File: src/rtl/pcie_cfg_pkg.sv
// Shared definitions for the cfg_mgmt sweep: FSM state encoding, status word layout
// and the BAR probe pattern.
package pcie_cfg_pkg;

  typedef enum logic [3:0] {
    ST_IDLE        = 4'd0,
    ST_RD_REQ      = 4'd1,
    ST_RD_WAIT     = 4'd2,
    ST_PRB_WR      = 4'd3,
    ST_PRB_WR_WAIT = 4'd4,
    ST_PRB_RD      = 4'd5,
    ST_PRB_RD_WAIT = 4'd6,
    ST_RST_WR      = 4'd7,
    ST_RST_WR_WAIT = 4'd8,
    ST_PUSH        = 4'd9,
    ST_NEXT        = 4'd10,
    ST_DONE        = 4'd11
  } state_e;

  localparam int STAT_DONE_BIT  = 0;
  localparam int STAT_BUSY_BIT  = 1;
  localparam int STAT_TMO_BIT   = 2;
  localparam int STAT_LINK_BIT  = 3;
  localparam int STAT_STATE_LSB = 4;
  localparam int STAT_ADDR_LSB  = 8;
  localparam int STAT_FUNC_LSB  = 18;

  localparam logic [31:0] PROBE_PATTERN = 32'hFFFF_FFFF;

  function automatic logic is_wait_st(input state_e s);
    return (s == ST_RD_WAIT) || (s == ST_PRB_WR_WAIT) ||
           (s == ST_PRB_RD_WAIT) || (s == ST_RST_WR_WAIT);
  endfunction

  function automatic logic is_req_st(input state_e s);
    return (s == ST_RD_REQ) || (s == ST_PRB_WR) ||
           (s == ST_PRB_RD) || (s == ST_RST_WR);
  endfunction

endpackage

File: src/rtl/cfg_mgmt_xact.sv
// Single cfg_mgmt access engine: registered strobes, done detection and a 16-bit
// WAIT-state timer; done/timeout flags are only meaningful while in_wait is high.
module cfg_mgmt_xact #(
  parameter int TIMEOUT = 255
) (
  input  logic        user_clk,
  input  logic        user_reset_n,
  input  logic        issue_rd,
  input  logic        issue_wr,
  input  logic [31:0] issue_wdata,
  input  logic        in_wait,
  input  logic        cfg_mgmt_read_write_done,
  input  logic [31:0] cfg_mgmt_read_data,
  output logic        cfg_mgmt_read,
  output logic        cfg_mgmt_write,
  output logic [31:0] cfg_mgmt_write_data,
  output logic [3:0]  cfg_mgmt_byte_enable,
  output logic        xact_done,
  output logic        xact_timeout,
  output logic [31:0] xact_data
);

  localparam logic [15:0] TIMER_LAST = 16'(TIMEOUT - 1);

  logic [15:0] timer_q;

  always_ff @(posedge user_clk) begin
    if (!user_reset_n) begin
      cfg_mgmt_read        <= 1'b0;
      cfg_mgmt_write       <= 1'b0;
      cfg_mgmt_write_data  <= '0;
      cfg_mgmt_byte_enable <= 4'h0;
      timer_q              <= '0;
    end else begin
      // Read has priority so the two strobes can never be high together.
      cfg_mgmt_read        <= issue_rd;
      cfg_mgmt_write       <= issue_wr & ~issue_rd;
      cfg_mgmt_write_data  <= (issue_wr & ~issue_rd) ? issue_wdata : '0;
      cfg_mgmt_byte_enable <= (issue_rd | issue_wr) ? 4'hF : 4'h0;
      timer_q              <= in_wait ? timer_q + 16'd1 : 16'd0;
    end
  end

  // A done in the final permitted WAIT cycle beats the timeout.
  assign xact_done    = in_wait & cfg_mgmt_read_write_done;
  assign xact_timeout = in_wait & ~cfg_mgmt_read_write_done & (timer_q == TIMER_LAST);
  assign xact_data    = cfg_mgmt_read_data;

endmodule

File: src/rtl/pcie_cfg_mgmt_sweep.sv
// Sweeps a DWORD window of config space across functions via cfg_mgmt and streams each
// read result; define CFG_MGMT_BAR_PROBE_EN to add the per-address BAR size probe.
module pcie_cfg_mgmt_sweep
  import pcie_cfg_pkg::*;
#(
  parameter int                ADDR_W     = 10,
  parameter logic [ADDR_W-1:0] START_ADDR = '0,
  parameter logic [ADDR_W-1:0] END_ADDR   = ADDR_W'(10'h028),
  parameter int                NUM_FUNC   = 1,
  parameter int                TIMEOUT    = 255
) (
  input  logic              user_clk,
  input  logic              user_reset_n,
  input  logic              user_lnk_up,
  input  logic              start,
  output logic [ADDR_W-1:0] cfg_mgmt_addr,
  output logic [7:0]        cfg_mgmt_function_number,
  output logic              cfg_mgmt_write,
  output logic [31:0]       cfg_mgmt_write_data,
  output logic [3:0]        cfg_mgmt_byte_enable,
  output logic              cfg_mgmt_read,
  output logic              cfg_mgmt_debug_access,
  input  logic [31:0]       cfg_mgmt_read_data,
  input  logic              cfg_mgmt_read_write_done,
  output logic              res_valid,
  input  logic              res_ready,
  output logic [ADDR_W-1:0] res_addr,
  output logic [7:0]        res_func,
  output logic [31:0]       res_data,
  output logic [31:0]       res_probe,
  output logic              res_err,
  output logic [31:0]       cfg2ctr_status
);

  localparam logic [7:0] FUNC_LAST = 8'(NUM_FUNC - 1);

`ifdef CFG_MGMT_BAR_PROBE_EN
  localparam state_e AFTER_RD = ST_PRB_WR;
`else
  localparam state_e AFTER_RD = ST_PUSH;
`endif

  state_e            state_q, state_d;
  logic [ADDR_W-1:0] addr_q;
  logic [7:0]        func_q;
  logic [31:0]       data_q, probe_q;
  logic              err_q, done_q, timeout_err_q, link_err_q;
  logic              link_drop, in_wait;
  logic              issue_rd, issue_wr;
  logic [31:0]       issue_wdata;
  logic              x_done, x_timeout;
  logic [31:0]       x_data;

  assign link_drop = (state_q != ST_IDLE) && !user_lnk_up;
  assign in_wait   = is_wait_st(state_q);

  always_comb begin
    state_d = state_q;
    if (link_drop) begin
      state_d = ST_IDLE;
    end else begin
      case (state_q)
        ST_IDLE:        if (start && user_lnk_up) state_d = ST_RD_REQ;
        ST_RD_REQ:      state_d = ST_RD_WAIT;
        ST_RD_WAIT: begin
          if (x_done)         state_d = AFTER_RD;
          else if (x_timeout) state_d = ST_PUSH;
        end
`ifdef CFG_MGMT_BAR_PROBE_EN
        ST_PRB_WR:      state_d = ST_PRB_WR_WAIT;
        ST_PRB_WR_WAIT: begin
          if (x_done)         state_d = ST_PRB_RD;
          else if (x_timeout) state_d = ST_PUSH;
        end
        ST_PRB_RD:      state_d = ST_PRB_RD_WAIT;
        ST_PRB_RD_WAIT: begin
          if (x_done)         state_d = ST_RST_WR;
          else if (x_timeout) state_d = ST_PUSH;
        end
        ST_RST_WR:      state_d = ST_RST_WR_WAIT;
        ST_RST_WR_WAIT: if (x_done || x_timeout) state_d = ST_PUSH;
`endif
        ST_PUSH:        if (res_ready) state_d = ST_NEXT;
        ST_NEXT:        state_d = ((addr_q < END_ADDR) || (func_q < FUNC_LAST)) ? ST_RD_REQ : ST_DONE;
        ST_DONE:        state_d = ST_IDLE;
        default:        state_d = ST_IDLE;
      endcase
    end
  end

  // Strobes are launched from the next state so they appear as flops in the REQ cycle.
  always_comb begin
    issue_rd    = (state_d == ST_RD_REQ);
    issue_wr    = 1'b0;
    issue_wdata = '0;
`ifdef CFG_MGMT_BAR_PROBE_EN
    issue_rd    = (state_d == ST_RD_REQ) || (state_d == ST_PRB_RD);
    issue_wr    = (state_d == ST_PRB_WR) || (state_d == ST_RST_WR);
    issue_wdata = (state_d == ST_PRB_WR) ? PROBE_PATTERN : data_q;
`endif
  end

  cfg_mgmt_xact #(
    .TIMEOUT (TIMEOUT)
  ) u_xact (
    .user_clk                 (user_clk),
    .user_reset_n             (user_reset_n),
    .issue_rd                 (issue_rd),
    .issue_wr                 (issue_wr),
    .issue_wdata              (issue_wdata),
    .in_wait                  (in_wait),
    .cfg_mgmt_read_write_done (cfg_mgmt_read_write_done),
    .cfg_mgmt_read_data       (cfg_mgmt_read_data),
    .cfg_mgmt_read            (cfg_mgmt_read),
    .cfg_mgmt_write           (cfg_mgmt_write),
    .cfg_mgmt_write_data      (cfg_mgmt_write_data),
    .cfg_mgmt_byte_enable     (cfg_mgmt_byte_enable),
    .xact_done                (x_done),
    .xact_timeout             (x_timeout),
    .xact_data                (x_data)
  );

  always_ff @(posedge user_clk) begin
    if (!user_reset_n) begin
      state_q               <= ST_IDLE;
      addr_q                <= '0;
      func_q                <= '0;
      data_q                <= '0;
      probe_q               <= '0;
      err_q                 <= 1'b0;
      done_q                <= 1'b0;
      timeout_err_q         <= 1'b0;
      link_err_q            <= 1'b0;
      res_valid             <= 1'b0;
      cfg_mgmt_debug_access <= 1'b0;
    end else begin
      state_q               <= state_d;
      res_valid             <= (state_d == ST_PUSH);
      cfg_mgmt_debug_access <= is_req_st(state_d) || is_wait_st(state_d);
      if (link_drop) begin
        link_err_q <= 1'b1;
      end else begin
        case (state_q)
          ST_IDLE: begin
            if (start && user_lnk_up) begin
              done_q        <= 1'b0;
              timeout_err_q <= 1'b0;
              link_err_q    <= 1'b0;
              addr_q        <= START_ADDR;
              func_q        <= '0;
            end
          end
          ST_RD_REQ: begin
            err_q   <= 1'b0;
            data_q  <= '0;
            probe_q <= '0;
          end
          ST_RD_WAIT: if (x_done) data_q <= x_data;
`ifdef CFG_MGMT_BAR_PROBE_EN
          ST_PRB_RD_WAIT: if (x_done) probe_q <= x_data;
`endif
          ST_NEXT: begin
            if (addr_q < END_ADDR) begin
              addr_q <= addr_q + 1'b1;
            end else begin
              addr_q <= START_ADDR;
              if (func_q < FUNC_LAST) func_q <= func_q + 8'd1;
            end
          end
          ST_DONE: done_q <= 1'b1;
          default: ;
        endcase
        // A timed-out access reports zero data and abandons any remaining probe steps.
        if (x_timeout) begin
          timeout_err_q <= 1'b1;
          err_q         <= 1'b1;
          data_q        <= '0;
          probe_q       <= '0;
        end
      end
    end
  end

  assign cfg_mgmt_addr            = addr_q;
  assign cfg_mgmt_function_number = func_q;
  assign res_addr                 = addr_q;
  assign res_func                 = func_q;
  assign res_data                 = data_q;
  assign res_probe                = probe_q;
  assign res_err                  = err_q;

  always_comb begin
    cfg2ctr_status                             = '0;
    cfg2ctr_status[STAT_DONE_BIT]              = done_q;
    cfg2ctr_status[STAT_BUSY_BIT]              = (state_q != ST_IDLE);
    cfg2ctr_status[STAT_TMO_BIT]               = timeout_err_q;
    cfg2ctr_status[STAT_LINK_BIT]              = link_err_q;
    cfg2ctr_status[STAT_STATE_LSB +: 4]        = state_q;
    cfg2ctr_status[STAT_ADDR_LSB +: 10]        = 10'(addr_q);
    cfg2ctr_status[STAT_FUNC_LSB +: 8]         = func_q;
  end

endmodule

File: config.mk
export PLATFORM = sky130hd
export DESIGN_NAME = pcie_cfg_mgmt_sweep
export DESIGN_NICKNAME = d
export VERILOG_FILES = /design/src/rtl/pcie_cfg_pkg.sv /design/src/rtl/cfg_mgmt_xact.sv /design/src/rtl/pcie_cfg_mgmt_sweep.sv
export SDC_FILE = /design/constraint.sdc
export NUM_CORES = 1
export LEC_CHECK = 0
export ABC_CLOCK_PERIOD_IN_PS = 1800
export CAP_MARGIN = 20
export CORE_MARGIN = 3
export CORE_UTILIZATION = 36
export CTS_CLUSTER_DIAMETER = 30
export DETAILED_ROUTE_END_ITERATION = 8
export GPL_TIMING_DRIVEN = 0
export PLACE_DENSITY_LB_ADDON = 0.25
export SLEW_MARGIN = 20
export SYNTH_ARGS = -nofsm -noshare
export SYNTH_HDL_FRONTEND = slang
export SYNTH_SLANG_ARGS = --single-unit
File: constraint.sdc
create_clock -name user_clk -period 1.8 [get_ports user_clk]
set_input_delay 0.36 -clock user_clk [delete_from_list [all_inputs] [get_ports user_clk]]
set_output_delay 0.36 -clock user_clk [all_outputs]
set_load 0.05 [all_outputs]
==> impl_metrics.ini, run 1 <==
[routing]
routed_wl_um = 9770
wire_per_inst_um = 11.5
first_pass_iters = 5
vias = 3506
drtIter0Drc = 117
ant_nets = 0
viasPerCell = 4.14
drc = 0

[grt]
grt_pass1_vias = 3338
grt_overflow = 0
grt_antenna_before_repair = 0
grtUsageTotal_pct = 15.1
grt_max_degree = 11
grt_pass1_wl_um = 15700

[synthesis]
syn_area_per_cell_um2 = 8.58
synth_warnings = 0
seq_area_frac_synth_pct = 34.6
synth_cells = 465
synth_top_area_share_pct = 34.6
async_reset_ff_share_pct = 0
ys_ff_latch = 69
synth_edf_count = 0
synth_top_cell_by_area = dfxtp_1
synth.distinct_cells = 51
synthFlopType = dfxtp_1
synth_area_um2 = 3990
synthTopCellsByArea = dfxtp_1 (35%), buf_4 (23%), mux2i_1 (8.3%)

[floorplanning]
die_width_um = 111
dieHeight_um = 111
start_util_pct = 37.8
core_region_area_um2 = 10600
die_area_um2 = 12400
rows = 37
ios = 211

[timing]
setup_viol = 1
rsz0062_at_grt = yes
finalCriticalPeriod_ps = 1810
totalNegativeSetupSlack_ps = -9.87
finalHoldWorstSlack_ps = 364
timing.final.crit_share_pct = 101
layout_setup_ws_ps = -9.87
finalHoldViolations = 0
slew_headroom_pct = 64.4
max_freq_mhz = 553
fin_skew_ps = 11.9
drv_slew = 0
tightest_slew_ps = 536

[status]
status = complete, but fails checks
failed_checks = setup timing

[power]
clockPowerShare_pct = 34.9
internal-power_mw = 2.55
switchingPower_mw = 1.15
swShare_pct = 31.1
ir_drop_uv = 380
seqPwrFrac_pct = 41.6
power_mw = 3.70
power.share.combinational_pct = 23.6
leakage_nw = 3.27
p_per_area_nw_per_um2 = 600

[clock_network]
cts_buffer_depth = 2
clk_latency_ps = 340
root_buffer = clkbuf_8
clk_pin_slew_ps = 70
cts_sinks = 69
cts_tree = done
htreeDepth = 3
cts_buffers = 9

[setup_path]
cp-start-kind = flop
rr_worst_depth = 8
rr_endpoint = res_data[22]
cp_data_arrival_time_ps = 2070
cp.required_ps = 2060
r2r_slack_ps = -10
r2r_start = u_xact.timer_q[2]
crit_path_end = res_data[22]
worstSetupStartpoint = u_xact.timer_q[2]
timing.setup.critical_path_class = reg -> reg
end_kind = flop
cp_max_fo = 7

[final_layout]
fillers = 977
fin_cells = 847
drive_gt1_share_pct = 32.8
antennaDiodeCount = 0
layout.nets = 749
area_growth_pct = 54.5

[place]
gp_congestion = 0.785
io_buffers = 113
place_inst = 809
place_hpwl_um = 7290

[hold_path]
hold_class = in -> reg

[run]
maxCapViolations = 0
==> routing by layer <==
metal,wire length (um),global-route usage (%),vias up
li1,-,-,1796
met1,3890,17.1,1567
met2,5060,27.1,130
met3,622,3.44,13
met4,198,5.92,0
met5,0,0,-
==> cell usage in the layout (no fill, tap or decap), types with 4 or more instances in the layout <==
master / count
dfxtp_2: 4
dfxtp_1: 62
clkdlybuf4s50_1: 33
xnor2_1: 4
dlygate4sd2_1: 59
clkbuf_1: 5
o21ai_0: 6
nand2_1: 78
clkbuf_2: 11
buf_6: 9
nand4_1: 7
buf_12: 4
clkbuf_8: 12
a21oi_1: 10
xor2_1: 12
nand3_1: 7
conb_1: 96
mux2i_1: 33
inv_1: 4
buf_4: 147
nor2_1: 28
clkdlybuf4s15_2: 7
==> power groups by stage <==
stage          clock [mW]  sequential, mW  combinational, mW
2_1_floorplan           0            1.59              0.700
3_3_place_gp            0            1.57              0.832
3_5_place_dp            0            1.57              0.835
4_1_cts              1.32            1.54              0.857
5_1_grt              1.39            1.54              0.912
6_report             1.29            1.54              0.872
==> area by class of cell <==
cell class | count | area [um^2] | area share, %
multi-input cells | 343 | 2020 | 32.8
flip-flops and latches | 69 | 1400 | 22.7
repair buffers | 138 | 1250 | 20.4
plain buffers | 142 | 1100 | 17.9
well taps | 136 | 170 | 2.76
clock buffers | 13 | 169 | 2.74
clock inverters | 1 | 30.0 | 0.487
inverters | 5 | 18.8 | 0.304
==> through the flow <==
stage | worst slack [ps] | area, um^2 | utilization (%)
3_5_place_dp | -752 | 5670 | 53.7
4_1_cts | -74.3 | 6150 | 58.3
3_3_place_gp | -732 | 5670 | 53.7
6_report | -9.87 | 6160 | 58.4
5_1_grt | -78.5 | 6160 | 58.4
2_1_floorplan | -83.3 | 4370 | -
==> critical path, cell delays in order (launching register included) <==
cell and delay [ps]:
dfxtp_2 340, and4_1 190, clkbuf_2 150, and4_4 200, and2_4 160, o21ai_4 170
buf_12 170, buf_12 120, mux2i_1 210
==> flip-flops by register name, summed over array words and instances (netlist names) <==
signal and cells:
cfg_mgmt_addr 10, done_q 1, u_xact.timer_q 16, link_err_q 1
res_valid 1, timeout_err_q 1, state_q 4, res_err 1
u_xact.cfg_mgmt_byte_enable 1, cfg_mgmt_debug_access 1, res_data 32
==> cells in the mapped netlist (all sizes together) (3+ instances only) <==
library cell / count
nor2: 28
nand3: 7
nand4: 7
nor2b: 3
nor4: 3
and3: 3
o21ai: 8
dfxtp: 69
inv: 5
clkbuf: 8
a21oi: 11
and4: 6
xnor2: 4
xor2: 12
and2: 5
buf: 135
ha: 3
mux2i: 33
nor3: 6
nand2: 80
==> worst min path at each step <==
stage | startpoint | end | slack [ps] | cells past startpoint
floorplan | u_xact.timer_q[0] | u_xact.timer_q[0] | 430 | 1
global placement | u_xact.timer_q[0] | u_xact.timer_q[0] | 430 | 1
detailed placement | timeout_err_q | timeout_err_q | 450 | 2
CTS | user_reset_n | res_data[6] | 360 | 3
global route | user_reset_n | res_data[7] | 370 | 3
finish | user_reset_n | res_data[6] | 360 | 3
==> what timing repair did <==
item	4_1_cts	5_1_grt
pin swaps	8	15
gates resized for setup	141	35
buffers inserted	18	6
setup endpoints to repair	130	59
gates cloned	3	0
hold buffers	0	0
==> kinds of logic (layout without fill, tap and decap cells) <==
| kind of cell | after synthesis | after routing | synth area share [%] |
|---|---|---|---|
| mux | 33 | 33 | 8.28 |
| simple gates | 162 | 162 | 19.8 |
| fa+ha+maj | 3 | 3 | 0.941 |
| other cells | 1 | 96 | 0.0940 |
| compound gates | 33 | 33 | 6.11 |
| xor+xnor | 16 | 16 | 3.51 |
| buf+inv | 148 | 299 | 26.6 |
| flops | 69 | 69 | 34.6 |
No activity file was read; power rests on OpenSTA's default activity.
==> run 2: changes to the inputs <==
SLEW_MARGIN = unset   (was 20)
==> results of run 2 <==
No change in the layout: final DEF, timing and power equal those of run 1.
